**config.mk**
```make
export PLATFORM = sky130hd
export DESIGN_NAME = sram_port_arbiter
export DESIGN_NICKNAME = d
export VERILOG_FILES = /design/src/rtl/sram_port_arbiter.sv
export SDC_FILE = /design/constraint.sdc
export NUM_CORES = 1
export LEC_CHECK = 0
export CORE_UTILIZATION = 43
export CTS_CLUSTER_SIZE = 8
export DETAILED_ROUTE_END_ITERATION = 16
export PLACE_DENSITY = 0.81
export SYNTH_ARGS = -nofsm -noshare
export SYNTH_HDL_FRONTEND = slang
export SYNTH_SLANG_ARGS = --single-unit
export TNS_END_PERCENT = 1
```
**constraint.sdc**
```tcl
create_clock -name clk -period 2.6 [get_ports clk]
set_clock_uncertainty 0.1 [all_clocks]
set_input_delay 0.78 -clock clk [delete_from_list [all_inputs] [get_ports clk]]
set_output_delay 0.78 -clock clk [all_outputs]
set_load 0.01 [all_outputs]
```
**src/rtl/sram_port_arbiter.sv**
```systemverilog
// sram_port_arbiter: one-at-a-time sharing of an SRAM-like bus port between fetch and data requesters.
// Define SRAM_ARB_ROUND_ROBIN_EN to alternate grants under contention instead of data-over-fetch priority.
module sram_port_arbiter #(
  parameter int ADDR_WD = 32,
  parameter int DATA_WD = 32,
  parameter int WAIT_LIMIT = 255
) (
  input  logic                 clk,
  input  logic                 rst,
  input  logic                 inst_req,
  input  logic [ADDR_WD-1:0]   inst_addr,
  output logic [DATA_WD-1:0]   inst_rdata,
  output logic                 inst_done,
  output logic                 inst_stall,
  input  logic                 data_req,
  input  logic [DATA_WD/8-1:0] data_wen,
  input  logic [ADDR_WD-1:0]   data_addr,
  input  logic [DATA_WD-1:0]   data_wdata,
  output logic [DATA_WD-1:0]   data_rdata,
  output logic                 data_done,
  output logic                 data_stall,
  output logic                 mem_req,
  output logic                 mem_wr,
  output logic [DATA_WD/8-1:0] mem_wstrb,
  output logic [ADDR_WD-1:0]   mem_addr,
  output logic [DATA_WD-1:0]   mem_wdata,
  input  logic                 mem_addr_ok,
  input  logic                 mem_data_ok,
  input  logic [DATA_WD-1:0]   mem_rdata,
  output logic                 bus_err
);
  localparam int CW = $clog2(WAIT_LIMIT + 1);
  typedef enum logic [1:0] {IDLE, ADDR, WAIT, RESP} state_t;
  state_t state;
  logic owner_data;
  logic [CW-1:0] cnt;
  logic grant_data;
  logic timeout;
  logic resp_ok;
`ifdef SRAM_ARB_ROUND_ROBIN_EN
  logic last_data;
  assign grant_data = data_req & (~inst_req | ~last_data);
`else
  assign grant_data = data_req;
`endif
  // the cycle that would push the counter to WAIT_LIMIT is the abort cycle
  assign timeout = cnt == CW'(WAIT_LIMIT - 1);
  assign resp_ok = mem_data_ok & ((state == WAIT) | ((state == ADDR) & mem_addr_ok));
  assign mem_req = state == ADDR;
  assign inst_done = (state == RESP) & ~owner_data;
  assign data_done = (state == RESP) & owner_data;
  assign inst_stall = inst_req & ~inst_done;
  assign data_stall = data_req & ~data_done;
  always_ff @(posedge clk) begin
    if (rst) begin
      state <= IDLE;
      owner_data <= 1'b0;
      cnt <= '0;
      mem_wr <= 1'b0;
      mem_wstrb <= '0;
      mem_addr <= '0;
      mem_wdata <= '0;
      inst_rdata <= '0;
      data_rdata <= '0;
      bus_err <= 1'b0;
`ifdef SRAM_ARB_ROUND_ROBIN_EN
      last_data <= 1'b0;
`endif
    end else begin
      bus_err <= 1'b0;
      case (state)
        IDLE: begin
          cnt <= '0;
          if (data_req | inst_req) begin
            owner_data <= grant_data;
            mem_addr <= grant_data ? data_addr : inst_addr;
            mem_wstrb <= grant_data ? data_wen : '0;
            mem_wr <= grant_data & (|data_wen);
            mem_wdata <= grant_data ? data_wdata : '0;
`ifdef SRAM_ARB_ROUND_ROBIN_EN
            last_data <= grant_data;
`endif
            state <= ADDR;
          end
        end
        ADDR, WAIT: begin
          cnt <= cnt + CW'(1);
          if (resp_ok) begin
            if (owner_data & ~mem_wr) data_rdata <= mem_rdata;
            if (~owner_data) inst_rdata <= mem_rdata;
            state <= RESP;
          end else if (timeout) begin
            bus_err <= 1'b1;
            if (owner_data) data_rdata <= '0;
            else inst_rdata <= '0;
            state <= RESP;
          end else if ((state == ADDR) & mem_addr_ok) begin
            state <= WAIT;
          end
        end
        default: state <= IDLE;
      endcase
    end
  end
endmodule

```
==> results of run 1 <==
==> synth_stat cells (all sizes together), types with 2 or more instances <==
library cell and instances:
a211oi 32, a21oi 75, a221oi 32, buf 31
clkbuf 32, dfxtp 145, ha 6, inv 4
mux2i 65, nand2 77, nand2b 34, nand3 40
nand3b 2, nor2 42, nor2b 5, nor3 34
o211ai 2, o21ai 4, or3 3, xnor2 3
xor2 2
==> per-stage QoR <==
step,area (um^2),TNS [ns],std cells
3_5_place_dp,9470,-1.52,1106
5_1_grt,10100,0,1138
3_3_place_gp,9470,-0.333,1106
2_1_floorplan,6440,0,683
6_report,10100,0,1138
4_1_cts,10100,0,1138
==> layout make-up <==
| cell class | count | area [um^2] |
|---|---|---|
| Clock buffer | 23 | 468 |
| Fill cell | 1131 | 4510 |
| Multi-Input combinational cell | 471 | 3240 |
| Timing Repair Buffer | 302 | 3090 |
| Inverter | 4 | 15.0 |
| Tap cell | 184 | 230 |
| Sequential cell | 145 | 2900 |
| Clock inverter | 9 | 131 |
==> cells in the final DEF (no fill, tap or decap), types with 3 or more instances in the layout <==
cell type and instances:
nand2b_1 34, a21oi_1 74, buf_12 11, nand3_1 40
clkdlybuf4s50_1 269, nor3_2 28, a221oi_1 4, mux2i_1 65
nand2_1 76, dfxtp_1 145, clkbuf_1 4, xnor2_1 3
inv_1 4, clkinv_4 3, a211oi_1 32, or3_1 3
ha_1 5, nor2_1 42, clkinv_2 3, nor3_1 6
dlygate4sd2_1 3, nor2b_1 5, a221oi_2 28, bufinv_16 3
buf_4 16, clkbuf_16 17
==> critical path: cells and delay by family, from the launching register on <==
kind	cells	cell delay, ns
DFF	1	0.34
buffers and inverters	2	0.64
adders and majority gates	1	0.23
==> power by group <==
part / total (mW) / internal, mW / switching [mW] / leakage (nW)
Sequential: 2.72 / 2.54 / 0.178 / 1.18
Clock: 2.48 / 1.56 / 0.919 / 0.295
Combinational: 2.63 / 1.24 / 1.40 / 2.32
Total: 7.83 / 5.34 / 2.49 / 3.79
==> kinds of logic after synthesis <==
family / synth area share [%]
fa+ha+maj: 1.17
buf+inv: 4.84
xor+xnor: 0.680
simple gates: 20.2
compound gates: 18.0
mux: 10.1
flops: 45.1
==> metal layers <==
metal	track usage [%]	routed length [um]	share of wire, %
met2	39.4	8730	48
met3	8.29	1410	7.8
met4	7.30	281	1.6
met1	27.8	7640	42
met5	0	0	0
==> state kept, by name, summed over array words and instances (netlist names) <==
signal      count
bus_err         1
cnt             8
data_rdata     32
inst_rdata     32
mem_addr       32
mem_wdata      32
mem_wr          1
mem_wstrb       4
owner_data      1
state           2
==> worst max path at each step <==
stage	startpoint	to	slack (ns)	cells past startpoint
5_1_grt	state[1]$_SDFFE_PP0P_	mem_req	0.04	3
4_1_cts	inst_req	inst_stall	0.01	3
3_5_place_dp	inst_req	inst_stall	-0.31	3
2_1_floorplan	data_req	data_stall	0.27	3
6_report	state[1]$_SDFFE_PP0P_	mem_req	0.09	3
3_3_place_gp	inst_req	inst_stall	-0.30	3
==> timing repair <==
action,in CTS,in global routing
cloned,0,0
pin swaps,0,0
hold buffers,0,0
gates resized for setup,6,2
endpoints found under the setup margin,4,2
setup buffers,0,0
==> run metrics, run 1 <==
CTS Sinks=145; Antenna diodes=0; DRT iter0 DRCs=306; Crit. End Element=primary output; clk slew on worst S/H paths=0.06 ns; Hold Crit Depth=2; hold_ws=0.349 ns; leading area contributor after synthesis=dfxtp_1; synthesis-stage register bit count=145; P&R area growth vs syn=56.4%; layout cells sized above 1=12.7%; Leak Pwr=3.79 nW; Slew HR=59.6%; RePlAce Congestion=0.774; worst r2r path cells=7; total wire length=18100 um; Final WS setup=0.0932 ns; total die area=0.0155 mm^2; wire per inst=15.9 um; Max Cap Viol=0; Ys Warns=0; PD cells=777 mW/mm^2; placed wire-length estimate=12900 um; Row Count=44; Post-synth EDFFs=0; Tot GR Track Use=23.4%; Slew Limit Fails=0; antenna violation net count after detailed routing=0; largest net degree at the start of global routing=65; top post-synthesis cells by area=dfxtp_1 (45%), mux2i_1 (10%), a221oi_2 (6.5%); final period utilization=96.4%; Worst Max-Slew Pin Slew=0.605 ns; FF-to-FF End=data_rdata[21]$_SDFFE_PP0P_; CP required=1.72 ns; post-place setup slack=-0.308 ns; CORE AREA=0.0146 mm^2; final hold violations=0; Top FF cell, synth=dfxtp_1; CP startpoint kind=flop; CP peak stage delay=0.55 ns; clock latency on the worst-skew pair=0.41 ns; post-synth top area share=45.1%; hold path start=mem_wdata[1]$_SDFFE_PP0P_; Cell Chain, Critical Path=inv_1 -> ha_2 -> clkdlybuf4s50_1; FMAX=399 MHz; CP max-delay cell=clkdlybuf4s50_1; overall power=7.83 mW; CP max FO=5; initial antenna violation count=0; CTS tree=built; global-route wire length before repair=29200 um; Ports=277; Die H=124 um; # nets final=1085; PortBufs=276; run status=completed; Starting Density=44.2%; clock buffer depth=2; Final setup violation count=0; CTS buffer count=17; reg2reg setup slack=0.50 ns; number of global-route vias before repair=5768; via count=5945; clock root cell=clkbuf_16; GRT overflow=0; RR Startpoint=state[0]$_SDFFE_PP0P_; cell area after synthesis=0.00644 mm^2; vias per inst=5.22; post-layout util=69.1%; Peak VDD IR=0.000453 V; Avg Synthesized Cell Area=9.43 um^2; Final min period=2.51 ns; Die X=124 um; CP arrival=1.63 ns; cells after synthesis=683; Mapped Nets=827; register area share after synthesis=45.1%; crit path kind=flop to primary output; hold path endpoint=mem_wdata[1]$_SDFFE_PP0P_; CTS H-tree depth=4; drt drc=0; Hold Path Class=flop to flop; RSZ-0062 raised after global routing=no; Distinct cells, synth=42; DRT Pass-1 Iters=4; FFs w/ async S/R, synth=0%
Power figures use the tool's default switching activity.
==> run 2, diff against run 1 <==
Settings changed: HOLD_SLACK_MARGIN from default to 0.08.
==> results of run 2 <==
The final DEF is identical to that of run 1; final timing and power are the same.
